==> config.mk <==
export PLATFORM = sky130hd
export DESIGN_NAME = mem_lsu_flat
export DESIGN_NICKNAME = d
export VERILOG_FILES = /design/src/rtl/mem_lsu_pkg.sv /design/src/rtl/mem_lsu_if.sv /design/src/rtl/mem_lsu_load_extend.sv /design/src/rtl/mem_lsu.sv /design/src/flat_wrapper.sv
export SDC_FILE = /design/constraint.sdc
export NUM_CORES = 1
export LEC_CHECK = 0
export ABC_AREA = 0
export CAP_MARGIN = 20
export CORE_UTILIZATION = 30
export CTS_BUF_LIST = sky130_fd_sc_hd__clkbuf_16
export CTS_CLUSTER_DIAMETER = 120
export DETAILED_ROUTE_END_ITERATION = 10
export GPL_TIMING_DRIVEN = 0
export PLACE_DENSITY_LB_ADDON = 0.08
export SLEW_MARGIN = 20
export SYNTH_ARGS = -nofsm -noshare
export SYNTH_HDL_FRONTEND = slang
export SYNTH_HIERARCHICAL = 1
export SYNTH_SLANG_ARGS = --single-unit
==> constraint.sdc <==
create_clock -name clk -period 6.5 [get_ports clk]
set_input_delay 0.65 -clock clk [delete_from_list [all_inputs] [get_ports clk]]
set_output_delay 0.65 -clock clk [all_outputs]
set_load 0.01 [all_outputs]
==> src/rtl/mem_lsu_pkg.sv <==
`default_nettype none
// ============================================================================
//  Module  : mem_lsu_pkg
//  Brief   : Shared opcodes, access-size and state encodings for mem_lsu.
//  Revision: 1.0 - initial release
// ============================================================================
package mem_lsu_pkg;

  localparam logic [6:0] c_op_load  = 7'b0000011;
  localparam logic [6:0] c_op_store = 7'b0100011;

  // funct3[1:0] width codes
  typedef enum logic [1:0] {
    SZ_BYTE = 2'b00,
    SZ_HALF = 2'b01,
    SZ_WORD = 2'b10
  } size_e;

  typedef enum logic [1:0] {
    S_IDLE  = 2'b00,
    S_ISSUE = 2'b01,
    S_DRAIN = 2'b10,
    S_DONE  = 2'b11
  } state_e;

  // Number of bytes moved for a width code (1, 2 or 4)
  function automatic logic [2:0] size_bytes(input size_e sz);
    case (sz)
      SZ_BYTE: size_bytes = 3'd1;
      SZ_HALF: size_bytes = 3'd2;
      default: size_bytes = 3'd4;
    endcase
  endfunction

  // LB/LH/LW/LBU/LHU
  function automatic logic f3_legal_load(input logic [2:0] f3);
    f3_legal_load = (f3 == 3'b000) || (f3 == 3'b001) || (f3 == 3'b010) ||
                    (f3 == 3'b100) || (f3 == 3'b101);
  endfunction

  // SB/SH/SW
  function automatic logic f3_legal_store(input logic [2:0] f3);
    f3_legal_store = (f3 == 3'b000) || (f3 == 3'b001) || (f3 == 3'b010);
  endfunction

endpackage
`default_nettype wire

==> src/rtl/mem_lsu_if.sv <==
`default_nettype none
// ============================================================================
//  Module  : mem_lsu_if
//  Brief   : 8-bit external memory port between the LSU and memory.
//  Revision: 1.0 - initial release
// ============================================================================
interface mem_lsu_if;
  logic [31:0] mem_a;
  logic [7:0]  mem_dout;
  logic        mem_wr;
  logic [7:0]  mem_din;

  modport master (output mem_a, output mem_dout, output mem_wr, input mem_din);
  modport slave  (input mem_a, input mem_dout, input mem_wr, output mem_din);
endinterface
`default_nettype wire

==> src/rtl/mem_lsu_load_extend.sv <==
`default_nettype none
// ============================================================================
//  Module  : mem_lsu_load_extend
//  Brief   : Sign/zero-extends the little-endian packed load bytes.
//  Revision: 1.0 - initial release
// ============================================================================
module mem_lsu_load_extend
  import mem_lsu_pkg::*;
(
  input  logic [31:0] bytes_i,
  input  size_e       size_i,
  input  logic        sign_i,
  output logic [31:0] word_o
);

  // Extend from the top byte actually loaded
  always_comb begin
    case (size_i)
      SZ_BYTE: word_o = {{24{sign_i & bytes_i[7]}},  bytes_i[7:0]};
      SZ_HALF: word_o = {{16{sign_i & bytes_i[15]}}, bytes_i[15:0]};
      default: word_o = bytes_i;
    endcase
  end

endmodule
`default_nettype wire

==> src/rtl/mem_lsu.sv <==
`default_nettype none
// ============================================================================
//  Module  : mem_lsu
//  Brief   : MEM-stage load/store unit, serialises accesses over an 8-bit
//            memory port one byte per cycle and stalls upstream while busy.
//  Config  : MEM_ALIGN_CHECK_EN adds the misalign output and skips memory
//            cycles for misaligned half/word accesses.
//  Revision: 1.0 - initial release
// ============================================================================
module mem_lsu
  import mem_lsu_pkg::*;
#(
  parameter int READ_LAT = 1
) (
  input  logic        clk,
  input  logic        rst,
  input  logic        rdy,
  input  logic [6:0]  opcode_in,
  input  logic [2:0]  funct3_in,
  input  logic        we_in,
  input  logic [4:0]  rd_in,
  input  logic [31:0] addr_in,
  input  logic [31:0] wdata_in,
  mem_lsu_if.master   mem,
  output logic        we_wb,
  output logic [4:0]  waddr_wb,
  output logic [31:0] wdata_wb,
`ifdef MEM_ALIGN_CHECK_EN
  output logic        misalign,
`endif
  output logic        stall_req
);

  localparam logic [3:0] c_rl    = 4'(READ_LAT);
  localparam logic [1:0] c_rl_lo = 2'(READ_LAT);
  localparam logic [1:0] c_rl_m1 = 2'(READ_LAT - 1);

  state_e      state_q, state_d;
  logic [1:0]  byte_q, drain_q;
  logic [31:0] addr_q, data_q;
  logic [4:0]  rd_q;
  logic        we_q, sign_q, is_load_q;
  size_e       size_q;
  logic [31:0] mem_a_q;
  logic [7:0]  mem_dout_q;
  logic        mem_wr_q;
  logic        we_wb_q;
  logic [4:0]  waddr_wb_q;
  logic [31:0] wdata_wb_q;
`ifdef MEM_ALIGN_CHECK_EN
  logic        misalign_q;
`endif

  logic        w_is_load, w_is_store, w_mem_op, w_misal;
  logic [2:0]  w_n;
  logic        w_last_issue, w_last_drain;
  logic [1:0]  w_next_byte;
  logic [3:0]  w_cap_sum;
  logic        w_cap_en;
  logic [1:0]  w_cap_idx;
  logic [31:0] w_packed, w_ext;

  // Decode the EX-stage op; illegal widths fall back to non-memory handling
  always_comb begin
    w_is_load  = (opcode_in == c_op_load);
    w_is_store = (opcode_in == c_op_store);
    w_mem_op   = (w_is_load && f3_legal_load(funct3_in)) ||
                 (w_is_store && f3_legal_store(funct3_in));
    w_misal    = 1'b0;
`ifdef MEM_ALIGN_CHECK_EN
    w_misal    = ((funct3_in[1:0] == SZ_HALF) && addr_in[0]) ||
                 ((funct3_in[1:0] == SZ_WORD) && (addr_in[1:0] != 2'b00));
`endif
  end

  // Byte sequencing and load capture: byte k returns READ_LAT active cycles after its issue
  always_comb begin
    w_n          = size_bytes(size_q);
    w_last_issue = ({1'b0, byte_q} == (w_n - 3'd1));
    w_last_drain = (drain_q == c_rl_m1);
    w_next_byte  = byte_q + 2'd1;
    case (state_q)
      S_ISSUE: w_cap_sum = {2'b00, byte_q};
      S_DRAIN: w_cap_sum = {1'b0, w_n} + {2'b00, drain_q};
      default: w_cap_sum = 4'd0;
    endcase
    w_cap_en  = is_load_q && ((state_q == S_ISSUE) || (state_q == S_DRAIN)) &&
                (w_cap_sum >= c_rl);
    w_cap_idx = w_cap_sum[1:0] - c_rl_lo;
    w_packed  = data_q;
    if (w_cap_en) w_packed[{w_cap_idx, 3'b000} +: 8] = mem.mem_din;
  end

  mem_lsu_load_extend u_ext (
    .bytes_i (w_packed),
    .size_i  (size_q),
    .sign_i  (sign_q),
    .word_o  (w_ext)
  );

  // State register, frozen while rdy is low
  always_ff @(posedge clk or posedge rst) begin
    if (rst)      state_q <= S_IDLE;
    else if (rdy) state_q <= state_d;
  end

  // Next-state logic
  always_comb begin
    state_d = state_q;
    case (state_q)
      S_IDLE:  if (w_mem_op) state_d = w_misal ? S_DONE : S_ISSUE;
      S_ISSUE: if (w_last_issue) state_d = is_load_q ? S_DRAIN : S_DONE;
      S_DRAIN: if (w_last_drain) state_d = S_DONE;
      default: state_d = S_IDLE;
    endcase
  end

  // Upstream hold: accepting cycle plus every busy cycle; released in DONE
  always_comb begin
    stall_req = 1'b0;
    if (!rst) begin
      case (state_q)
        S_IDLE:  stall_req = w_mem_op;
        S_ISSUE: stall_req = 1'b1;
        S_DRAIN: stall_req = 1'b1;
        default: stall_req = 1'b0;
      endcase
    end
  end

  // Datapath: operand latch, memory port drive, load assembly and write-back
  always_ff @(posedge clk or posedge rst) begin
    if (rst) begin
      byte_q     <= 2'd0;
      drain_q    <= 2'd0;
      addr_q     <= 32'd0;
      data_q     <= 32'd0;
      rd_q       <= 5'd0;
      we_q       <= 1'b0;
      sign_q     <= 1'b0;
      is_load_q  <= 1'b0;
      size_q     <= SZ_BYTE;
      mem_a_q    <= 32'd0;
      mem_dout_q <= 8'd0;
      mem_wr_q   <= 1'b0;
      we_wb_q    <= 1'b0;
      waddr_wb_q <= 5'd0;
      wdata_wb_q <= 32'd0;
`ifdef MEM_ALIGN_CHECK_EN
      misalign_q <= 1'b0;
`endif
    end else if (rdy) begin
      case (state_q)
        S_IDLE: begin
          if (w_mem_op) begin
            addr_q    <= addr_in;
            data_q    <= w_is_load ? 32'd0 : wdata_in;
            rd_q      <= rd_in;
            we_q      <= we_in;
            size_q    <= size_e'(funct3_in[1:0]);
            sign_q    <= !funct3_in[2];
            is_load_q <= w_is_load;
            byte_q    <= 2'd0;
            drain_q   <= 2'd0;
            we_wb_q   <= 1'b0;
            if (w_misal) begin
              mem_wr_q   <= 1'b0;
`ifdef MEM_ALIGN_CHECK_EN
              misalign_q <= 1'b1;
`endif
            end else begin
              mem_a_q    <= addr_in;
              mem_dout_q <= wdata_in[7:0];
              mem_wr_q   <= w_is_store;
            end
          end else begin
            we_wb_q    <= we_in && !w_is_load && !w_is_store;
            waddr_wb_q <= rd_in;
            wdata_wb_q <= wdata_in;
          end
        end
        S_ISSUE: begin
          data_q <= w_packed;
          if (w_last_issue) begin
            mem_wr_q <= 1'b0;
          end else begin
            byte_q     <= w_next_byte;
            mem_a_q    <= addr_q + {30'd0, w_next_byte};
            mem_dout_q <= data_q[{w_next_byte, 3'b000} +: 8];
          end
        end
        S_DRAIN: begin
          data_q <= w_packed;
          if (w_last_drain) begin
            we_wb_q    <= we_q && (rd_q != 5'd0);
            waddr_wb_q <= rd_q;
            wdata_wb_q <= w_ext;
          end else begin
            drain_q <= drain_q + 2'd1;
          end
        end
        default: begin
          we_wb_q    <= 1'b0;
`ifdef MEM_ALIGN_CHECK_EN
          misalign_q <= 1'b0;
`endif
        end
      endcase
    end
  end

  assign mem.mem_a    = mem_a_q;
  assign mem.mem_dout = mem_dout_q;
  assign mem.mem_wr   = mem_wr_q & rdy;
  assign we_wb        = we_wb_q;
  assign waddr_wb     = waddr_wb_q;
  assign wdata_wb     = wdata_wb_q;
`ifdef MEM_ALIGN_CHECK_EN
  assign misalign     = misalign_q;
`endif

endmodule
`default_nettype wire
==> src/flat_wrapper.sv <==
// flat-port wrapper written by rule: the top's interface ports become plain ports
module mem_lsu_flat import mem_lsu_pkg::*;
#(
  parameter int READ_LAT = 1
)
  (clk, rst, rdy, opcode_in, funct3_in, we_in, rd_in, addr_in, wdata_in, we_wb, waddr_wb, wdata_wb, stall_req, mem_mem_a, mem_mem_dout, mem_mem_wr, mem_mem_din);
  mem_lsu_if mem_i ();
  input  logic clk;
  input  logic rst;
  input  logic rdy;
  input  logic [6:0] opcode_in;
  input  logic [2:0] funct3_in;
  input  logic we_in;
  input  logic [4:0] rd_in;
  input  logic [31:0] addr_in;
  input  logic [31:0] wdata_in;
  output logic we_wb;
  output logic [4:0] waddr_wb;
  output logic [31:0] wdata_wb;
  output logic stall_req;
  output wire logic [$bits(mem_i.mem_a)-1:0] mem_mem_a;
  output wire logic [$bits(mem_i.mem_dout)-1:0] mem_mem_dout;
  output wire logic [$bits(mem_i.mem_wr)-1:0] mem_mem_wr;
  input wire logic [$bits(mem_i.mem_din)-1:0] mem_mem_din;
  assign mem_mem_a = mem_i.mem_a;
  assign mem_mem_dout = mem_i.mem_dout;
  assign mem_mem_wr = mem_i.mem_wr;
  assign mem_i.mem_din = mem_mem_din;
  mem_lsu #(.READ_LAT(READ_LAT)) u_core (.clk(clk), .rst(rst), .rdy(rdy), .opcode_in(opcode_in), .funct3_in(funct3_in), .we_in(we_in), .rd_in(rd_in), .addr_in(addr_in), .wdata_in(wdata_in), .mem(mem_i), .we_wb(we_wb), .waddr_wb(waddr_wb), .wdata_wb(wdata_wb), .stall_req(stall_req));
endmodule
==> flow_metrics.py, run 1 <==
metrics = {
    "sta": {
        "finalCritPeriodShare": 0.595,
        "layout_setup_ws_ps": 2630,
        "maxSlewViolCount": 0,
        "worst_pin_slew_ps": 949,
        "skew_ps": 16.2,
        "tns_ps": 0,
        "max_slew_margin": 0.364,
        "period_needed_ps": 3870,
        "rsz0062_at_grt": "false",
        "final-setup-viol-count": 0,
        "hold_viol": 0,
        "max_freq_mhz": 259,
    },
    "logic_synthesis": {
        "synth_edf_count": 0,
        "avgSynthCellArea_sq_um": 10.0,
        "yosysUniqueCellTypes": 70,
        "syn_nets": 1002,
        "ys_warn_count": 6,
        "synth.most_common_cell": "dfrtp_1",
        "synth_top_area_cell": "dfrtp_1",
        "synth_cells": 899,
        "synthArstFlopShare": 1.00,
        "synth-seq-cells": 159,
        "synthTopCellsByArea": "dfrtp_1, mux2_2, mux2i_1",
        "synth_area_sq_um": 9000,
        "yosysTopAreaCellShare": 0.442,
        "yosysSeqAreaShare": 0.442,
        "synthFlopType": "dfrtp_1",
        "synth.cells.most_frequent": "dfrtp_1, nor2_1, nand2_1",
    },
    "worst_hold_path": {
        "hp-class": "flip-flop to flip-flop",
        "hold_end": "u_core/mem.mem_dout[2]",
        "hold_depth": 2,
        "worstHoldStart": "u_core/mem.mem_dout[2]",
    },
    "run": {
        "maxCapViolations": 0,
    },
    "drt": {
        "wire_per_inst_um": 19.8,
        "ant_nets": 0,
        "firstDrtPassIters": 4,
        "finalWirelength_mm": 29.5,
        "drt-initial-drc-count": 391,
        "drc_errors": 0,
        "vias": 7598,
        "vias_per_cell": 5.09,
    },
    "critical_path": {
        "cpPeakStageDelay_ps": 610,
        "start_kind": "flip-flop",
        "worstReg2RegEnd": "u_core/wdata_wb[17]",
        "arrival_ps": 3220,
        "critPathCaptureType": "output port",
        "worstPathRequired_ps": 5850,
        "critPathMaxFanout": 10,
        "crit_path_top_delay_cell": "clkdlybuf4s50_1",
        "crit_path_frequent_cell": "clkbuf_1",
        "reg2reg_from": "u_core/size_q[1]",
        "path_class": "flip-flop to output port",
        "path_buf_inv": 4,
        "path_cells": "inv_1 > ha_1 > clkbuf_1 > clkbuf_1 > a21oi_1 > nor3_1 > clkdlybuf4s50_1",
        "r2r_slack_ps": 2810,
        "ff2ff_path_depth": 12,
        "cp_top_family": "buffers and inverters",
    },
    "placement": {
        "routabilityCongestion": 0.835,
        "place_hpwl_mm": 22.0,
        "port_buffers": 170,
        "pre_cts_ws_ps": 2790,
        "placed_area_sq_um": 11200,
        "dp.cells": 1460,
    },
    "cells_and_area": {
        "final_cells": 1492,
        "area_growth_pct": 31.1,
        "final_cell_area_sq_um": 11800,
        "n_antenna_cell": 0,
        "num-nets-final": 1192,
        "drive_above_1_share": 0.147,
    },
    "grt": {
        "grt_usage": 0.198,
        "grt_pass1_vias": 7708,
        "grt_pass1_wl_mm": 46.2,
        "grt_antenna_before_repair": 0,
        "grt_max_degree": 84,
        "grt_overflow": 0,
    },
    "power_and_ir_drop": {
        "power_mw": 5.14,
        "switching_share": 0.409,
        "leakagePower_nw": 4.91,
        "power.density_nw_per_um2": 436,
        "ir_drop_mv": 0.180,
        "p_int_mw": 3.04,
        "combPwrFrac": 0.489,
        "clock_power_share": 0.197,
        "switching_power_mw": 2.10,
        "power.share.sequential": 0.314,
    },
    "clock_network": {
        "numCtsBuffers": 17,
        "cts_resized": 0,
        "clk_latency_ps": 430,
        "cts.sinks": 159,
        "post_cts.repair.setup_buffers": 0,
        "cts.hold.buffers_added": 0,
        "cts-root-buf": "clkbuf_16",
        "h-tree-depth": 4,
        "cts_tree": "done",
        "clk_pin_slew_ps": 70,
        "clockBufferDepth": 2,
    },
    "floorplanning": {
        "row_count": 63,
        "start_util": 0.305,
        "ios": 171,
        "fp.dieH_um": 175,
        "dieWidth_um": 175,
        "core-area_sq_um": 29600,
        "dieArea_sq_um": 30700,
    },
    "status": {
        "status": "completed",
    },
}
==> registers in the layout, indices dropped and copies added (netlist names) <==
name / count
u_core/mem.mem_dout: 8
u_core/we_wb: 1
u_core/state_q: 2
u_core/rd_q: 5
u_core/waddr_wb: 5
u_core/is_load_q: 1
u_core/mem_wr_q: 1
u_core/sign_q: 1
u_core/wdata_wb: 32
u_core/mem.mem_a: 32
u_core/addr_q: 32
u_core/byte_q: 2
u_core/drain_q: 2
u_core/we_q: 1
u_core/size_q: 2
u_core/data_q: 32
==> stage by stage <==
stage,hold WS (ps),util
2_1_floorplan,463,-
3_3_place_gp,467,0.379
3_5_place_dp,473,0.380
4_1_cts,490,0.399
5_1_grt,509,0.399
6_report,484,0.399
==> power by group through the flow <==
stage / Clock, mW / Combinational (mW) / Sequential, mW
6_report: 1.01 / 2.52 / 1.62
5_1_grt: 1.08 / 2.76 / 1.67
4_1_cts: 1.04 / 2.53 / 1.62
3_5_place_dp: 0 / 2.52 / 1.63
3_3_place_gp: 0 / 2.51 / 1.64
2_1_floorplan: 0 / 1.40 / 1.66
==> cell usage in the layout (no fill, tap or decap), drive strengths merged, types with 3 or more instances in the layout <==
cell type      synthesis  layout
inv                   28      37
mux2i                 67      67
nand4                 10      10
nand2                100     100
nor3                   7       7
clkbuf                32      49
xnor2                  6       6
mux2                  65      65
a32o                   4       4
a21o                   3       3
a221oi                24      24
clkdlybuf4s50          0     170
nor4                   6       6
clkinv                 0       4
a211oi                 7       7
a21oi                 51      51
xor2                  16      16
o211ai                11      11
mux4                   8       8
a22o                   4       4
nor2                 110     110
o21ai                 54      54
nand3                 21      21
nor2b                  3       3
dfrtp                159     159
o221ai                 8       8
ha                    10      10
buf                   34      35
a31oi                  5       5
o31ai                  7       7
nand2b                 3       3
nor3b                  4       4
and4                   3       3
==> layer usage <==
metal | vias up | track usage | routed length, um
met3 | 20 | 0.0392 | 1660
met1 | 3764 | 0.293 | 14500
met5 | - | 0 | 0
met2 | 206 | 0.292 | 12900
met4 | 0 | 0.0511 | 375
li1 | 3608 | - | -
==> worst max-delay path by stage <==
stage                           start              endpoint  slack [ps]  cells after the start
floorplan                         rst      u_core/addr_q[0]        1560                      1
global placement                  rst  u_core/mem.mem_a[31]       -1340                      2
detailed placement   u_core/size_q[1]   u_core/wdata_wb[17]        2790                     12
CTS                 u_core/state_q[0]             stall_req        2670                      7
global route        u_core/state_q[0]             stall_req        2520                      7
finish              u_core/state_q[0]             stall_req        2630                      7
==> tightest hold or removal path, cell delays in order, from the launching register on <==
cell and delay [ps]:
dfrtp_1 350, nand2_1 40, o21ai_0 60
==> layout make-up <==
type / count / area, sq um
plain buffers: 66 / 344
clock buffers: 17 / 425
clock inverters: 15 / 146
fillers: 2992 / 17800
inverters: 28 / 113
multi-input cells: 646 / 4570
flip-flops and latches: 159 / 3980
well taps: 390 / 488
repair buffers: 171 / 1730
==> cell families (layout without fill, tap and decap cells) <==
group / Yosys count / in the layout / share of synthesized area
compound gates: 191 / 191 / 0.144
xor+xnor: 22 / 22 / 0.0214
fa+ha+maj: 12 / 12 / 0.0183
buf+inv: 94 / 297 / 0.0499
flops: 159 / 159 / 0.442
mux: 140 / 140 / 0.177
simple gates: 281 / 281 / 0.147
(Power assumes the default switching activity.)
==> run 2: changes to the inputs <==
- clock period: 6.5 -> 3.6 ns (I/O delays scaled with it)
==> flow_metrics.py, run 2 (synthesis gave the netlist of run 1 again) <==
metrics = {
    "status": {
        "status": "completed",
    },
    "cells_and_area": {
        "layout_commonest_cell": "clkdlybuf4s50_1",
        "seq_area_sq_um": 3980,
        "final_cell_mix": "clkdlybuf4s50_1, dfrtp_1, nor2_1, nand2_1, mux2i_1",
        "utilization": 0.403,
        "drive_above_1_share": 0.152,
        "fill_cells": 2965,
        "area_growth_pct": 32.3,
        "num-nets-final": 1197,
        "multi_input_area_sq_um": 4590,
        "n_antenna_cell": 0,
    },
    "critical_path": {
        "crit_path_start": "u_core/size_q[0]",
        "arrival_ps": 3640,
        "critPathMaxFanout": 8,
        "reg2reg_from": "u_core/size_q[0]",
        "critPathCaptureType": "flip-flop",
        "start_kind": "flip-flop",
        "path_class": "flip-flop to flip-flop",
        "worstPathRequired_ps": 3910,
    },
    "grt": {
        "grt_overflow": 0,
        "grt_usage": 0.198,
        "grt_antenna_before_repair": 0,
        "grt_max_degree": 30,
        "grt_pass1_wl_mm": 46.2,
        "grt_pass1_vias": 7667,
    },
    "drt": {
        "drc_errors": 0,
        "vias_per_cell": 5.07,
        "ant_nets": 0,
        "drt-initial-drc-count": 571,
        "firstDrtPassIters": 5,
        "finalWirelength_mm": 29.7,
        "vias": 7578,
        "wire_per_inst_um": 19.9,
    },
    "clock_network": {
        "cts.hold.buffers_added": 0,
        "clk_pin_slew_ps": 70,
        "clk_latency_ps": 440,
        "h-tree-depth": 4,
        "clockBufferDepth": 2,
        "numCtsBuffers": 17,
        "cts.sinks": 159,
        "cts_tree": "done",
        "cts-root-buf": "clkbuf_16",
    },
    "power_and_ir_drop": {
        "power.density_nw_per_um2": 778,
        "ir_drop_mv": 0.320,
        "leakagePower_nw": 4.96,
    },
    "run": {
        "maxCapViolations": 0,
    },
    "sta": {
        "finalCritPeriodShare": 0.927,
        "skew_ps": 19.8,
        "final-setup-viol-count": 0,
        "worst_pin_slew_ps": 896,
        "maxSlewViolCount": 0,
        "max_freq_mhz": 300,
        "period_needed_ps": 3340,
        "max_slew_margin": 0.403,
        "hold_viol": 0,
        "hold_ws_ps": 352,
        "rsz0062_at_grt": "false",
    },
    "floorplanning": {
        "dieArea_sq_um": 30700,
        "dieWidth_um": 175,
        "row_count": 63,
        "ios": 171,
        "fp.dieH_um": 175,
        "core-area_sq_um": 29600,
        "start_util": 0.305,
    },
    "worst_hold_path": {
        "hp-class": "input port to asynchronous set/reset pin",
    },
    "placement": {
        "port_buffers": 170,
        "place_hpwl_mm": 22.4,
        "routabilityCongestion": 0.855,
    },
}
[run 2: critical path, stage by stage, from the launching register on]
cell,delay (ps)
dfrtp_1,470
nor2_1,180
ha_1,190
inv_1,50
fa_1,470
nand2b_1,270
a211oi_2,720
mux2_2,430
nand2_1,60
o21ai_1,70
mux2i_1,210
a21oi_1,100
[run 2: final timing paths]
path                                   endpoint  slack (ps)  depth (start not counted)
max in group asynchronous     u_core/addr_q[19]        2350                          5
max reg2reg                 u_core/wdata_wb[17]         260                         11
min in group clk           u_core/mem.mem_a[11]         480                          2
max                         u_core/wdata_wb[17]         260                         11
min reg2reg                u_core/mem.mem_a[11]         480                          2
min                         u_core/wdata_wb[26]         350                          2
[run 2: cell type report]
type,count,share of cell area
inverter,28,0.00914
sequential,159,0.334
multi-input combinational,646,0.385
tap,390,0.0410
clock inverter,14,0.0113
clock buffer,17,0.0357
buffer,65,0.0288
timing repair buffer,177,0.155
[run 2: metal layers]
layer,track usage,routed length (um)
met1,0.287,14500
met2,0.299,13200
met3,0.0381,1560
met4,0.0543,429
met5,0,0
[run 2: per-stage QoR]
step           setup TNS (ps)  cells  setup WS [ps]  total power [mW]  area [sq um]
2_1_floorplan               0    899            560              5.53          9000
3_3_place_gp           -80060   1459           -515              7.49         11200
3_5_place_dp             -926   1465           -193              7.53         11300
4_1_cts                     0   1497           38.2              9.37         11900
5_1_grt                     0   1496           73.8              9.91         11900
6_report                    0   1496            263              9.27         11900
[run 2: timing repair]
item / 4_1_cts / 5_1_grt
endpoints found under the setup margin: 10 / 12
setup buffers: 1 / 0
hold endpoints to repair: 0 / 0
gates resized for setup: 1 / 4
pin swaps: 1 / 0
[run 2: power breakdown]
part           total (mW)  switching (mW)  internal, mW
sequential           2.92           0.475          2.44
combinational        4.55            2.47          2.08
clock                1.79           0.831         0.961
==> edit (config.mk and constraints of run 2) <==
Re-encode `state_e` (4 states) as one-hot, 4 bits wide.
--- a/src/rtl/mem_lsu_pkg.sv
+++ b/src/rtl/mem_lsu_pkg.sv
@@ -17,9 +17,9 @@
   } size_e;
 
-  typedef enum logic [1:0] {
-    S_IDLE  = 2'b00,
-    S_ISSUE = 2'b01,
-    S_DRAIN = 2'b10,
-    S_DONE  = 2'b11
+  typedef enum logic [3:0] {
+    S_IDLE  = 4'b0001,
+    S_ISSUE = 4'b0010,
+    S_DRAIN = 4'b0100,
+    S_DONE  = 4'b1000
   } state_e;
 
Formal check against the unedited RTL: no difference found for any inputs over 4 cycles, from zero or initial values and one cycle with rst high; so few cycles prove little.
==> edit against run 2 <==
  * Worst setup slack got worse by 0.17 ns
  * Design area rose by 1.1%
  * Area after synthesis barely moved
  * Hold slack got worse by 0.14 ns
  * Die area barely moved
  * Count of clock-buffer cells in the layout did not move
  * Synthesized cell count fell by 3.4%
  * Via count fell by 1.3%
  * Wire length rose by 0.84%
  * Sequential cell count rose by 2
  * Sequential share of layout area rose by 0.082 points
  * Critical path type unchanged
Power is not compared: it rests on default switching activity, and its combinational part moved more than twofold at a synthesized area within 25%.
==> edit: results (changes against run 2) <==
- RD Place Congestion: 0.836 (-2.2%)
- Input/output buffers: 169 (-0.59%)
* Number of global-route vias before repair: 7582 (-1.1%)
- Result of the run: complete, no violations
- The number of CTS-inserted buffers came to 17 (unchanged).
- Largest net degree at the start of global routing: 32 (+6.7%)
- Count of fill cells added during filler insertion: 2908 (-1.9%)
- Number of diodes added for antenna fixing: 0 (unchanged)
- Clk slew on worst S/H paths: around 0.08 ns
- The number of max-capacitance violations reported was 0 (unchanged).
- The post-placement cell count came to 1433 (-2.2%).
- Post-route clock skew: 0.0172 ns (-0.00254 ns)
* Ratio of cells with drive above 1 in the final layout: 17.8% (+2.7 points)
* Worst IR drop on VDD: between 300 and 400 µV
* Data arrival time of the critical path: 3.81 ns (+0.17 ns)
* Net total in the final layout: 1173 (-2.0%)
- The cell family contributing the most delay on the critical path is multiplexers.
- The maximum fanout along the worst path is 8 (unchanged).
- The per-cell via count in the routed design came to 5.06 (about the same).
- The maximum buffer depth of the clock tree is 2 (unchanged).
- The share of synthesized area occupied by flip-flops and latches came to 44.7% (+0.55 points).
* Peak per-stage delay on the critical path: 0.49 ns (-0.23 ns)
- Number of library cell types mapped by synthesis: 66 (-5.7%)
* Most frequent cells after synthesis: 160 x dfrtp_1, 128 x nand2_1, 90 x o21ai_0
- DRT iter0 DRCs: 399 (-30%)
* Fraction of synthesized cell area taken by the top area cell type: 44.5% (+0.25 points)
* Total length of routed wires: 29900 µm (+0.84%)
* Share of async-settable or async-resettable flops after synthesis: 100% (unchanged)
- Global-route wire length before repair: 46000 µm (-0.51%)
- The first-pass iteration count of the detailed router was 5 (unchanged).
- At the later pin of the worst-skew pair, clock insertion delay measures approximately 0.43 ns.
- Leakage power: approximately 5 nW
- Biggest area contributors in the synthesized netlist: dfrtp_1 44%, mux2_2 8.8%, mux2i_1 6.3%, nand2_1 5.3%, o21ai_0 5.0%
- The net count of the mapped netlist is 967 (-3.5%).
- The mean instance size in the synthesized netlist is 10.4 µm² (+3.6%).
- The cell sitting at the root of the clock tree is a clkbuf_16.
- Cell with the biggest individual delay on the critical path: fa_1
- Number of warnings issued by yosys: 6 (unchanged)
- Pin slew with the least headroom to its limit: 0.871 ns (-0.0243 ns)
* Tot GR Track Use: 19.8% (-0.070 points)
* Startpoint of the worst setup timing path: u_core/size_q[0]
- Finished Layout Cells: 1477 (-1.3%)
* Initial antenna violation count: 0 (unchanged)
* HPWL reported at the end of detailed placement: 22400 µm (+0.23%)
- The path class of the tightest hold or removal check is input port to asynchronous set/reset pin.
- The count of H-tree levels built during CTS came to 4 (unchanged).
[edit: changes by cell type after synthesis, moves of 9 or more]
cell | before | now
nor2_1 | 110 | 15
a21oi_1 | 51 | 4
o21ai_0 | 44 | 90
nand2_1 | 100 | 128
a221oi_1 | 24 | 0
o2bb2ai_1 | 0 | 18
a22oi_1 | 1 | 17
and3_1 | 2 | 18
inv_1 | 28 | 12
xnor2_1 | 6 | 22
xor2_1 | 16 | 5
a221o_1 | 0 | 10
mux2i_1 | 66 | 57
nor4_1 | 1 | 10
[edit: final cells by class]
class / count / area (µm²) / area share (%)
Tap cell: 390 / 488 / 4.05
Clock buffer: 17 / 425 / 3.53
Sequential cell: 161 / 4030 / 33.5
Clock inverter: 15 / 149 / 1.24
Inverter: 12 / 48.8 / 0.405
Buffer: 66 / 364 / 3.02
Timing Repair Buffer: 187 / 1920 / 15.9
Multi-Input combinational cell: 629 / 4620 / 38.3
[edit: metal layers]
layer / vias to the layer above / GRT usage [%] / share of wire [%] / routed length [µm]
met2: 194 / 33.1 / 48 / 14500
met3: 28 / 2.75 / 3.8 / 1140
met1: 3675 / 26.6 / 46 / 13900
met5: - / 0 / 0 / 0
met4: 0 / 5.47 / 1.5 / 450
li1: 3584 / - / - / -
[edit: repair_timing]
action,4_1_cts,5_1_grt
endpoints found under the setup margin,32,17
setup buffers,3,8
cloned,0,1
gates resized for setup,11,7
hold buffers,0,0
pin swaps,3,3
[edit: report_power, final]
group          leakage [nW]  internal [mW]  switching, mW
clock network         0.284          0.979          0.855
logic                  2.59           1.21          0.994
registers              2.12           2.27          0.369
[edit: worst paths after layout]
kind                       slack, ns  cells past startpoint                  end
setup reg to reg                0.09                     14  u_core/wdata_wb[26]
max in group asynchronous       2.52                      5   u_core/wdata_wb[0]
min in group clk                0.34                      3         u_core/we_wb
setup / recovery                0.09                     14  u_core/wdata_wb[26]
hold reg to reg                 0.48                      2  u_core/mem.mem_a[6]
hold / removal                  0.21                      2   u_core/waddr_wb[0]
[edit: kinds of logic (layout without fill, tap and decap cells)]
| logic type | count (synthesis) | in the layout | synth area share (%) |
|---|---|---|---|
| AO/OA/AOI/OAI | 200 | 200 | 14.8 |
| XOR/XNOR | 27 | 27 | 2.63 |
| adder cells (fa/ha/maj) | 8 | 8 | 1.28 |
| buffers and inverters | 78 | 297 | 4.40 |
| flip-flops | 161 | 161 | 44.7 |
| multiplexers | 136 | 136 | 17.3 |
| AND/OR/NAND/NOR | 258 | 258 | 14.8 |
[edit: stage by stage]
step / cell area (µm²) / setup WS [ns]
after floorplan: 9010 / 0.111
after global placement: 11200 / -0.600
after detailed placement: 11300 / -0.562
after CTS: 11900 / 0.0104
after global routing: 12000 / -0.00270
final: 12000 / 0.0949
